<file path="src/rtl/sys_cmd_ctrl_pkg.sv">
// Shared definitions for the command controller: frame command codes,
// FSM state encoding and the fixed RF addresses used for ALU operands.
package sys_cmd_ctrl_pkg;

    localparam logic [7:0] CMD_RF_WR   = 8'hAA;
    localparam logic [7:0] CMD_RF_RD   = 8'hBB;
    localparam logic [7:0] CMD_ALU_OP  = 8'hCC;
    localparam logic [7:0] CMD_ALU_NOP = 8'hDD;

    localparam int OPA_ADDR = 0;
    localparam int OPB_ADDR = 1;

    typedef enum logic [3:0] {
        S_IDLE,
        S_WR_ADDR,
        S_WR_DATA,
        S_RD_ADDR,
        S_RD_WAIT,
        S_OP_A,
        S_OP_B,
        S_ALU_FUN,
        S_ALU_WAIT,
        S_TX_LO,
        S_TX_GAP,
        S_TX_HI
    } state_e;

    function automatic logic is_tx_state(input state_e s);
        return (s == S_TX_LO) || (s == S_TX_GAP) || (s == S_TX_HI);
    endfunction

    // The ALU clock runs from the first operand byte until its result is back.
    function automatic logic is_alu_state(input state_e s);
        return (s == S_OP_A) || (s == S_OP_B) || (s == S_ALU_FUN) || (s == S_ALU_WAIT);
    endfunction

endpackage

</file>
<file path="src/rtl/sys_cmd_timeout.sv">
// Idle counter: flags expiry after TIMEOUT_CYCLES cycles without a byte or
// state change while the controller is inside a frame.
module sys_cmd_timeout #(
    parameter int TIMEOUT_CYCLES = 1024
) (
    input  logic clk_i,
    input  logic rst_i,
    input  logic clr_i,
    input  logic run_i,
    output logic expired_o
);

    localparam int CW = (TIMEOUT_CYCLES > 2) ? $clog2(TIMEOUT_CYCLES) : 1;

    logic [CW-1:0] cnt_q, cnt_d;

    always_comb begin
        cnt_d = cnt_q;
        if (clr_i)
            cnt_d = '0;
        else if (run_i)
            cnt_d = cnt_q + 1'b1;
    end

    always_ff @(posedge clk_i or posedge rst_i) begin
        if (rst_i)
            cnt_q <= '0;
        else
            cnt_q <= cnt_d;
    end

    assign expired_o = run_i && (cnt_q == CW'(TIMEOUT_CYCLES - 1));

endmodule

</file>
<file path="src/rtl/sys_cmd_ctrl.sv">
// Command controller: parses RX frames, drives RF/ALU strobes and returns
// results to TX. Optional idle abort is enabled by defining CMD_TIMEOUT_EN.
module sys_cmd_ctrl
    import sys_cmd_ctrl_pkg::*;
#(
    parameter int DATA_WIDTH     = 8,
    parameter int ADDR_WIDTH     = 4,
    parameter int FUN_WIDTH      = 4,
    parameter int TIMEOUT_CYCLES = 1024
) (
    input  logic                    CLK,
    input  logic                    RST,
    input  logic [DATA_WIDTH-1:0]   RX_P_DATA,
    input  logic                    RX_D_VLD,
    output logic                    RF_WR_EN,
    output logic                    RF_RD_EN,
    output logic [ADDR_WIDTH-1:0]   RF_ADDR,
    output logic [DATA_WIDTH-1:0]   RF_WR_DATA,
    input  logic [DATA_WIDTH-1:0]   RF_RD_DATA,
    input  logic                    RF_RD_VLD,
    output logic                    ALU_EN,
    output logic [FUN_WIDTH-1:0]    ALU_FUN,
    input  logic [2*DATA_WIDTH-1:0] ALU_OUT,
    input  logic                    ALU_OUT_VLD,
    output logic                    CLK_GATE_EN,
    output logic [DATA_WIDTH-1:0]   TX_P_DATA,
    output logic                    TX_D_VLD,
    input  logic                    TX_BUSY
);

    state_e                  state_q, state_d;
    logic [ADDR_WIDTH-1:0]   addr_q, addr_d;
    logic [2*DATA_WIDTH-1:0] res_q, res_d;
    logic                    two_byte_q, two_byte_d;
    logic                    rf_wr_en_q, rf_wr_en_d;
    logic                    rf_rd_en_q, rf_rd_en_d;
    logic [ADDR_WIDTH-1:0]   rf_addr_q, rf_addr_d;
    logic [DATA_WIDTH-1:0]   rf_wr_data_q, rf_wr_data_d;
    logic                    alu_en_q, alu_en_d;
    logic [FUN_WIDTH-1:0]    alu_fun_q, alu_fun_d;
    logic [DATA_WIDTH-1:0]   tx_data_q, tx_data_d;
    logic                    tx_vld_q, tx_vld_d;
    logic                    tmo_expired;

`ifdef CMD_TIMEOUT_EN
    logic tmo_clr, tmo_run;

    assign tmo_run = (state_q != S_IDLE) && !is_tx_state(state_q);
    assign tmo_clr = (state_d != state_q) || RX_D_VLD;

    sys_cmd_timeout #(
        .TIMEOUT_CYCLES (TIMEOUT_CYCLES)
    ) u_timeout (
        .clk_i     (CLK),
        .rst_i     (RST),
        .clr_i     (tmo_clr),
        .run_i     (tmo_run),
        .expired_o (tmo_expired)
    );
`else
    assign tmo_expired = 1'b0;
`endif

    always_comb begin
        state_d      = state_q;
        addr_d       = addr_q;
        res_d        = res_q;
        two_byte_d   = two_byte_q;
        rf_wr_en_d   = 1'b0;
        rf_rd_en_d   = 1'b0;
        rf_addr_d    = rf_addr_q;
        rf_wr_data_d = rf_wr_data_q;
        alu_en_d     = 1'b0;
        alu_fun_d    = alu_fun_q;
        tx_data_d    = tx_data_q;
        tx_vld_d     = 1'b0;

        // An abort only moves the FSM; every strobe stays low and held values are kept.
        if (tmo_expired) begin
            state_d = S_IDLE;
        end else begin
            case (state_q)
                S_IDLE: if (RX_D_VLD) begin
                    if (RX_P_DATA == DATA_WIDTH'(CMD_RF_WR))        state_d = S_WR_ADDR;
                    else if (RX_P_DATA == DATA_WIDTH'(CMD_RF_RD))   state_d = S_RD_ADDR;
                    else if (RX_P_DATA == DATA_WIDTH'(CMD_ALU_OP))  state_d = S_OP_A;
                    else if (RX_P_DATA == DATA_WIDTH'(CMD_ALU_NOP)) state_d = S_ALU_FUN;
                end
                S_WR_ADDR: if (RX_D_VLD) begin
                    addr_d  = RX_P_DATA[ADDR_WIDTH-1:0];
                    state_d = S_WR_DATA;
                end
                S_WR_DATA: if (RX_D_VLD) begin
                    rf_wr_en_d   = 1'b1;
                    rf_addr_d    = addr_q;
                    rf_wr_data_d = RX_P_DATA;
                    state_d      = S_IDLE;
                end
                S_RD_ADDR: if (RX_D_VLD) begin
                    addr_d     = RX_P_DATA[ADDR_WIDTH-1:0];
                    rf_rd_en_d = 1'b1;
                    rf_addr_d  = RX_P_DATA[ADDR_WIDTH-1:0];
                    state_d    = S_RD_WAIT;
                end
                S_RD_WAIT: if (RF_RD_VLD) begin
                    res_d      = {{DATA_WIDTH{1'b0}}, RF_RD_DATA};
                    two_byte_d = 1'b0;
                    state_d    = S_TX_LO;
                end
                S_OP_A: if (RX_D_VLD) begin
                    rf_wr_en_d   = 1'b1;
                    rf_addr_d    = ADDR_WIDTH'(OPA_ADDR);
                    rf_wr_data_d = RX_P_DATA;
                    state_d      = S_OP_B;
                end
                S_OP_B: if (RX_D_VLD) begin
                    rf_wr_en_d   = 1'b1;
                    rf_addr_d    = ADDR_WIDTH'(OPB_ADDR);
                    rf_wr_data_d = RX_P_DATA;
                    state_d      = S_ALU_FUN;
                end
                S_ALU_FUN: if (RX_D_VLD) begin
                    alu_en_d  = 1'b1;
                    alu_fun_d = RX_P_DATA[FUN_WIDTH-1:0];
                    state_d   = S_ALU_WAIT;
                end
                S_ALU_WAIT: if (ALU_OUT_VLD) begin
                    res_d      = ALU_OUT;
                    two_byte_d = 1'b1;
                    state_d    = S_TX_LO;
                end
                S_TX_LO: if (!TX_BUSY) begin
                    tx_vld_d  = 1'b1;
                    tx_data_d = res_q[DATA_WIDTH-1:0];
                    state_d   = two_byte_q ? S_TX_GAP : S_IDLE;
                end
                // One dead cycle so the transmitter can raise TX_BUSY for the first byte.
                S_TX_GAP: state_d = S_TX_HI;
                S_TX_HI: if (!TX_BUSY) begin
                    tx_vld_d  = 1'b1;
                    tx_data_d = res_q[2*DATA_WIDTH-1:DATA_WIDTH];
                    state_d   = S_IDLE;
                end
                default: state_d = S_IDLE;
            endcase
        end
    end

    always_ff @(posedge CLK or posedge RST) begin
        if (RST) begin
            state_q      <= S_IDLE;
            addr_q       <= '0;
            res_q        <= '0;
            two_byte_q   <= 1'b0;
            rf_wr_en_q   <= 1'b0;
            rf_rd_en_q   <= 1'b0;
            rf_addr_q    <= '0;
            rf_wr_data_q <= '0;
            alu_en_q     <= 1'b0;
            alu_fun_q    <= '0;
            tx_data_q    <= '0;
            tx_vld_q     <= 1'b0;
        end else begin
            state_q      <= state_d;
            addr_q       <= addr_d;
            res_q        <= res_d;
            two_byte_q   <= two_byte_d;
            rf_wr_en_q   <= rf_wr_en_d;
            rf_rd_en_q   <= rf_rd_en_d;
            rf_addr_q    <= rf_addr_d;
            rf_wr_data_q <= rf_wr_data_d;
            alu_en_q     <= alu_en_d;
            alu_fun_q    <= alu_fun_d;
            tx_data_q    <= tx_data_d;
            tx_vld_q     <= tx_vld_d;
        end
    end

    assign RF_WR_EN    = rf_wr_en_q;
    assign RF_RD_EN    = rf_rd_en_q;
    assign RF_ADDR     = rf_addr_q;
    assign RF_WR_DATA  = rf_wr_data_q;
    assign ALU_EN      = alu_en_q;
    assign ALU_FUN     = alu_fun_q;
    assign TX_P_DATA   = tx_data_q;
    assign TX_D_VLD    = tx_vld_q;
    assign CLK_GATE_EN = is_alu_state(state_q);

endmodule

</file>
<file path="config.mk">
export PLATFORM = sky130hd
export DESIGN_NAME = sys_cmd_ctrl
export DESIGN_NICKNAME = d
export VERILOG_FILES = /design/src/rtl/sys_cmd_ctrl_pkg.sv /design/src/rtl/sys_cmd_timeout.sv /design/src/rtl/sys_cmd_ctrl.sv
export SDC_FILE = /design/constraint.sdc
export NUM_CORES = 1
export LEC_CHECK = 0
export ABC_CLOCK_PERIOD_IN_PS = 1800
export CORE_MARGIN = 5
export CORE_UTILIZATION = 43
export DETAILED_ROUTE_END_ITERATION = 7
export PLACE_DENSITY_LB_ADDON = 0.2
export SETUP_SLACK_MARGIN = 0.15
export SYNTH_ARGS = -nofsm -noshare
export SYNTH_HDL_FRONTEND = slang
export SYNTH_SLANG_ARGS = --single-unit
</file>
<file path="constraint.sdc">
create_clock -name CLK -period 1.8 [get_ports CLK]
set_input_delay 0.36 -clock CLK [delete_from_list [all_inputs] [get_ports CLK]]
set_output_delay 0.36 -clock CLK [all_outputs]
set_load 0.02 [all_outputs]
</file>
==> results of run 1 <==
==> metal layers <==
metal / wire length [um] / vias up / global-route usage (%)
li1: - / 1014 / -
met1: 2860 / 977 / 24.4
met2: 2810 / 56 / 26.6
met3: 350 / 9 / 3.55
met4: 100 / 0 / 6.62
met5: 0 / - / 0
==> power by group through the flow <==
stage                     Sequential [mW]  Clock [mW]  Combinational (mW)
final                                2.03       0.679                3.10
after global routing                 2.11       0.746                3.36
after CTS                            2.04       0.689                3.13
after detailed placement             2.06           0                3.15
after global placement               2.04           0                3.09
after floorplan                      2.36           0                1.48
==> state kept, by name, summed over array words and instances, names as in the netlist <==
signal      flops
RF_WR_DATA      8
TX_P_DATA       8
ALU_EN          1
TX_D_VLD        1
RF_ADDR         4
ALU_FUN         4
two_byte_q      1
addr_q          4
RF_WR_EN        1
state_q         4
res_q          16
RF_RD_EN        1
==> area by class of cell <==
class | instances | area (um2)
Fill cell | 455 | 1910
Tap cell | 72 | 90.1
Inverter | 5 | 18.8
Timing Repair Buffer | 102 | 1010
Sequential cell | 53 | 1330
Clock buffer | 7 | 86.3
Multi-Input combinational cell | 155 | 1140
==> layout by cell type, fill, tap and decap left out, types with 5 or more instances in the layout <==
cell                              instances
sky130_fd_sc_hd__o21ai_0                 22
sky130_fd_sc_hd__nand2_1                 25
sky130_fd_sc_hd__a22o_1                   8
sky130_fd_sc_hd__mux2i_1                  8
sky130_fd_sc_hd__nand3b_1                 5
sky130_fd_sc_hd__clkbuf_8                 6
sky130_fd_sc_hd__o22ai_1                 10
sky130_fd_sc_hd__dlygate4sd2_1            8
sky130_fd_sc_hd__dfrtp_1                 53
sky130_fd_sc_hd__dlymetal6s2s_1          21
sky130_fd_sc_hd__clkdlybuf4s50_1         36
sky130_fd_sc_hd__buf_4                   32
sky130_fd_sc_hd__mux2_2                   9
sky130_fd_sc_hd__nor2_1                  10
sky130_fd_sc_hd__mux2_1                   8
==> repair_timing <==
action / in CTS / in global routing
resized for setup: 19 / 25
pin swaps: 1 / 1
setup buffers: 0 / 0
setup endpoints to repair: 17 / 41
==> worst register-to-register path, stage by stage, from the launching register on <==
cell and delay, ns:
sky130_fd_sc_hd__dfrtp_1 0.42, sky130_fd_sc_hd__buf_6 0.13, sky130_fd_sc_hd__or2_4 0.23, sky130_fd_sc_hd__or3_4 0.35, sky130_fd_sc_hd__o2111ai_4 0.25, sky130_fd_sc_hd__mux2_4 0.32
==> stage by stage <==
step	TNS (ns)	setup slack, ns	power [mW]
after floorplan	0	0.0615	3.84
after global placement	-0.674	-0.275	5.12
after detailed placement	-0.954	-0.388	5.21
after CTS	-0.00359	-0.00250	5.85
after global routing	-0.102	-0.0514	6.21
final	-0.000667	-0.000667	5.80
==> cell families after synthesis <==
| logic type | count (synthesis) |
|---|---|
| xor+xnor | 3 |
| simple gates | 64 |
| buf+inv | 18 |
| compound gates | 61 |
| flops | 53 |
| mux | 27 |
==> synth_stat cells, types with 2 or more instances <==
library cell	n	area share, %
sky130_fd_sc_hd__nand2_1	25	3.8
sky130_fd_sc_hd__and3b_1	3	1.1
sky130_fd_sc_hd__clkbuf_1	7	1.1
sky130_fd_sc_hd__nor3_1	2	0.40
sky130_fd_sc_hd__nor3b_1	3	0.90
sky130_fd_sc_hd__a22o_1	8	2.8
sky130_fd_sc_hd__nand2b_1	3	0.75
sky130_fd_sc_hd__mux2_1	8	3.6
sky130_fd_sc_hd__mux2_2	9	4.1
sky130_fd_sc_hd__a31oi_1	3	0.75
sky130_fd_sc_hd__mux2_4	2	1.2
sky130_fd_sc_hd__and3_1	3	0.75
sky130_fd_sc_hd__nor2_1	10	1.5
sky130_fd_sc_hd__dfrtp_1	53	53
sky130_fd_sc_hd__buf_2	4	0.80
sky130_fd_sc_hd__o21ai_0	22	4.4
sky130_fd_sc_hd__o21ai_1	3	0.60
sky130_fd_sc_hd__nand4bb_1	2	0.90
sky130_fd_sc_hd__xor2_1	3	1.1
sky130_fd_sc_hd__o22ai_1	10	2.5
sky130_fd_sc_hd__inv_1	4	0.60
sky130_fd_sc_hd__nor2b_1	2	0.50
sky130_fd_sc_hd__nand3b_1	5	1.5
sky130_fd_sc_hd__mux2i_1	8	3.2
==> worst max-delay path by stage <==
stage	end	slack, ns	cells past startpoint
6_report	state_q[1]$_DFFE_PP0P_	-0.0007	5
5_1_grt	state_q[1]$_DFFE_PP0P_	-0.05	5
4_1_cts	state_q[1]$_DFFE_PP0P_	-0.003	5
3_5_place_dp	state_q[1]$_DFFE_PP0P_	-0.39	5
3_3_place_gp	state_q[1]$_DFFE_PP0P_	-0.28	5
2_1_floorplan	state_q[1]$_DFFE_PP0P_	0.06	5
==> results.cfg, run 1 <==
[logic_synthesis]
synthXorXnorAreaFrac_pct = 1.05
yosys.cell_types.count = 48
edff_count_synth = 0
post_synth_fa_ha_maj_area_fraction_pct = 0
synth_fp_nets = 264
synth_compound_area_share_pct = 16.7
synth_async_sr_flop_share_pct = 100
synth_area_um2 = 2490
yosys_most_used_dff = sky130_fd_sc_hd__dfrtp_1
number_of_warnings_reported_in_the_yosys_synthesis_log = 0
synth_cells = 226
yosysSeqAreaShare_pct = 53.2
post_synth_and_or_nand_nor_area_fraction_pct = 13.8
synthMuxAreaShare_pct = 12.1
combinational_family_with_the_most_area_after_synthesis = compound AO/OA/AOI/OAI gates
yosys_register_bits = 53
synth_area_per_cell_um2 = 11.0

[routing]
detailed_route_wire_length_um = 6130
ant_nets = 0
detailroute.via_count = 2056
routed_via_density = 5.22
dr.first_iter.drc_count = 124
detailedRoute.firstPassIterationCount = 4
post-route-drc-count = 0
wl_per_cell_um = 15.6

[cells_and_area]
finish.cell_count_without_fillers = 394
antenna-diode-count = 0
nNetsFinal = 360
layout-drive-gt1-share_pct = 20.8
design_area_um2 = 3670
areaGrowthSynthToFinish_pct = 47.1
finish.utilization_pct = 65.8

[timing]
final.hold.worst_slack_ns = 0.386
clock_skew_ns = 0.00816
timing.fmax_mhz = 555
min_period_ns = 1.80
layout_worst_path_cycle_share_pct = 100
timing.max_slew.rel_slack_pct = 76.2
setup_viol = 1
unrepaired_setup_endpoints_after_global_routing = true
report.final.hold_viol_count = 0
worstMarginPinSlew_ns = 0.356
layout_setup_ws_ns = -0.000667
finalMaxSlewViolations = 0

[worst_setup_path]
worst_r2r_endpoint = state_q[1]$_DFFE_PP0P_
cp_data_required_time_ns = 1.99
critical_path.max_fanout = 3
critical_path.reg2reg.startpoint = state_q[1]$_DFFE_PP0P_
cp-startpoint = state_q[1]$_DFFE_PP0P_
timing.critical_path.max_delay_family = simple AND/OR/NAND/NOR gates
slowest_stage = sky130_fd_sc_hd__dfrtp_1
reg2regPathDepth = 5
worstPathCellList = buf_6, or2_4, or3_4, o2111ai_4, mux2_4
critical_path.n_buffers_inverters = 1
reg2reg_slack_ns = -0.0007
setup.worst_path.class = reg -> reg
setup.worst_path.end_class = flip-flop
max_stage_delay_ns = 0.42
arrival_time_at_the_worst_endpoint_ns = 1.99
critical_path.startpoint_type = flip-flop

[run_status]
result_of_the_run = finished with violations
failed_checks = setup timing

[global_routing]
grt_max_degree = 41
total_global_routing_track_utilization_pct = 17.5
globalRouteOverflowTotal = 0
grt_pass1_vias = 2066
grt_pass1_wl_um = 10300
antenna_found_initial = 0

[place]
place.port_buffers = 66
place.gp.congestion = 0.799
place_inst = 387
dpl_cell_area_um2 = 3480
final_hpwl_dp_um = 4570

[clock_tree]
tritoncts.num_buffers = 5
cts_root_buf = sky130_fd_sc_hd__clkbuf_8
cts_htree_levels = 2
cts_hold_repair.buffers = 0
tritoncts = yes
clock-sinks = 53
clock_tree.buffer_depth = 2
clk_latency_ns = 0.31
path_clk_slew_ns = 0.09

[pwr]
max-vdd-ir-drop_uv = 905
swShare_pct = 38.0
power_switching_mw = 2.21
total_leakage_power_nw = 1.84
power.share.combinational_pct = 53.4
clock_power_share_pct = 11.7
internal_power_mw = 3.60
cellPowerDensity_nw_per_um2 = 1580
p_seq_share_pct = 34.9

[floorplan]
die_height_um = 86.2
fp.dieArea_um2 = 7420
boundaryPins = 67
placement_rows = 27
core_area_um2 = 5570
die_x_um = 86.2
floorplan.initialDensity_pct = 44.7

[job]
cap_viol_max_count = 0

[min_path]
timing.hold.worst.class = in -> async
No activity file was read; power rests on OpenSTA's default activity.
==> run 2, diff against run 1 <==
--- a/config.mk
+++ b/config.mk
@@ -7,10 +7,10 @@
 export LEC_CHECK = 0
 export ABC_CLOCK_PERIOD_IN_PS = 1800
 export CORE_MARGIN = 5
-export CORE_UTILIZATION = 43
+export CORE_UTILIZATION = 51
 export DETAILED_ROUTE_END_ITERATION = 7
-export PLACE_DENSITY_LB_ADDON = 0.2
-export SETUP_SLACK_MARGIN = 0.15
+export DONT_BUFFER_PORTS = 1
+export PLACE_DENSITY = 0.77
 export SYNTH_ARGS = -nofsm -noshare
 export SYNTH_HDL_FRONTEND = slang
 export SYNTH_SLANG_ARGS = --single-unit
==> run 2 against run 1 <==
The run ends with hold timing left. Via count shrank 16%. Flip-flop and latch count did not move. Clock power rose by 6.0%. Power shrank 12%. Non-clock buffer count fell by 85. Final cell count down 23%. Critical path depth fell by 2. Hold slack worse by 0.39 ns. Largest cell class unchanged. Highest routed layer unchanged.
==> results.cfg, run 2 (synthesized netlist as in run 1, its figures left out) <==
[global_routing]
globalRouteOverflowTotal = 0
groute.layer.met2.usage_pct = 27.4
grt_pass1_vias = 1752
grt-busiest-layer = met2
grt.met1_usage_pct = 24.9
antenna_found_initial = 0
grt_max_degree = 31
grt_util_met3_pct = 5.53
grt_pass1_wl_um = 9000
total_global_routing_track_utilization_pct = 18.3

[place]
place.gp.congestion = 0.789
place.port_buffers = 0
final_hpwl_dp_um = 4050
preCtsSetupSlack_ns = 0.0890

[routing]
ant_nets = 0
detailedRoute.firstPassIterationCount = 4
routed_via_density = 5.65
detailed_route_wire_length_um = 5360
detailroute.via_count = 1723
wl_per_cell_um = 17.6
dr.first_iter.drc_count = 108
post-route-drc-count = 0

[worst_setup_path]
setup.worst_path.end_class = output pin
arrival_time_at_the_worst_endpoint_ns = 1.36
reg2reg_slack_ns = 0.10
cp_data_required_time_ns = 1.44
reg2regPathDepth = 4
setup.worst_path.class = reg -> out
critical_path.startpoint_type = flip-flop
critical_path.max_fanout = 18

[floorplan]
die_x_um = 79.9
boundaryPins = 67
die_height_um = 79.9
placement_rows = 25
floorplan.initialDensity_pct = 52.8
fp.dieArea_um2 = 6390
core_area_um2 = 4720

[timing]
report.final.hold_viol_count = 1
final.hold.worst_slack_ns = -0.000102
layout_worst_path_cycle_share_pct = 95.8
setup_viol = 0
min_period_ns = 1.72
worstMarginPinSlew_ns = 0.651
layout_setup_ws_ns = 0.0762
fin_tns_setup_ns = 0
timing.max_slew.rel_slack_pct = 56.6
timing.fmax_mhz = 580
finalMaxSlewViolations = 0
unrepaired_setup_endpoints_after_global_routing = false
clock_skew_ns = 0.00547

[job]
cap_viol_max_count = 0

[cells_and_area]
antenna-diode-count = 0
nNetsFinal = 275
final_cell_mix = 51 x sky130_fd_sc_hd__dfrtp_1, 25 x sky130_fd_sc_hd__nand2_1, 22 x sky130_fd_sc_hd__o21ai_0
largest_register = res_q
areaGrowthSynthToFinish_pct = 11.6
n_fill_cell = 399
largest_reg_flops = 16
final_common_cell = sky130_fd_sc_hd__dfrtp_1
layout-drive-gt1-share_pct = 21.0

[clock_tree]
cts_root_buf = sky130_fd_sc_hd__clkbuf_8
cts_htree_levels = 2
tritoncts.num_buffers = 5
cts_hold_repair.buffers = 0
tritoncts = yes
clock-sinks = 53
clock_tree.buffer_depth = 2
path_clk_slew_ns = 0.09
clk_latency_ns = 0.30

[pwr]
max-vdd-ir-drop_uv = 756
cellPowerDensity_nw_per_um2 = 1840
total_leakage_power_nw = 1.21
p_total_mw = 5.11

[run_status]
result_of_the_run = finished with violations
failed_checks = hold timing

[min_path]
timing.hold.worst.class = in -> async
==> run 2: cell types whose count changed in the layout (fill, tap and decap cells not counted), moves of 3 or more <==
cell,delta
sky130_fd_sc_hd__clkdlybuf4s50_1,-36
sky130_fd_sc_hd__dlygate4sd2_1,-8
sky130_fd_sc_hd__buf_4,-15
sky130_fd_sc_hd__dlymetal6s2s_1,-21
sky130_fd_sc_hd__buf_6,-3
==> run 2: where the power goes <==
group / leakage (nW) / internal (mW) / switching, mW
logic: 0.497 / 0.960 / 0.912
clock network: 0.0542 / 0.348 / 0.372
registers: 0.661 / 1.74 / 0.779
total: 1.21 / 3.05 / 2.06
==> run 2: cell type report <==
| cell class | count | area, um2 | area share [%] |
|---|---|---|---|
| inverter | 5 | 18.8 | 0.674 |
| clock buffer | 7 | 96.3 | 3.46 |
| multi-input combinational | 155 | 1120 | 40.3 |
| sequential | 53 | 1330 | 47.8 |
| clock inverter | 1 | 5.00 | 0.180 |
| timing repair buffer | 17 | 128 | 4.59 |
| tap | 67 | 83.8 | 3.01 |
==> run 2: final timing paths <==
| path | startpoint | endpoint |
|---|---|---|
| worst min register to register | res_q[7]$_DFFE_PP0P_ | res_q[7]$_DFFE_PP0P_ |
| min in group CLK | ALU_OUT[9] | res_q[9]$_DFFE_PP0P_ |
| worst max register to register | state_q[1]$_DFFE_PP0P_ | state_q[1]$_DFFE_PP0P_ |
| worst max-delay path | state_q[3]$_DFFE_PP0P_ | CLK_GATE_EN |
| max in group asynchronous | RST | RF_WR_DATA[4]$_DFFE_PP0P_ |
| worst min-delay path | RST | two_byte_q$_DFFE_PP0P_ |
==> run 2: worst max-delay path, cell delays in order (launching register included) <==
cell and delay, ns:
sky130_fd_sc_hd__dfrtp_2 0.52, sky130_fd_sc_hd__nor2b_4 0.17, sky130_fd_sc_hd__and2_4 0.17, sky130_fd_sc_hd__o21bai_4 0.20
==> run 2: through the flow <==
step | hold WS, ns | util [%] | cells | cell area, um2
5_1_grt | 0.0432 | 58.9 | 305 | 2780
4_1_cts | 0.0223 | 58.5 | 305 | 2760
6_report | -0.000102 | 58.9 | 305 | 2780
2_1_floorplan | 0.451 | - | 226 | 2490
3_3_place_gp | 0.353 | 56.0 | 297 | 2640
3_5_place_dp | 0.355 | 56.0 | 297 | 2640
==> run 2: timing repair <==
item / 4_1_cts / 5_1_grt
gates resized for setup: 6 / 5
setup endpoints to repair: 1 / 6
setup buffers: 0 / 0
==> run 2: metal layers <==
layer  up-vias  routed length, um
met3         6                354
met5         -                  0
met2        38               2520
met4         0                 95
li1        840                  -
met1       839               2390
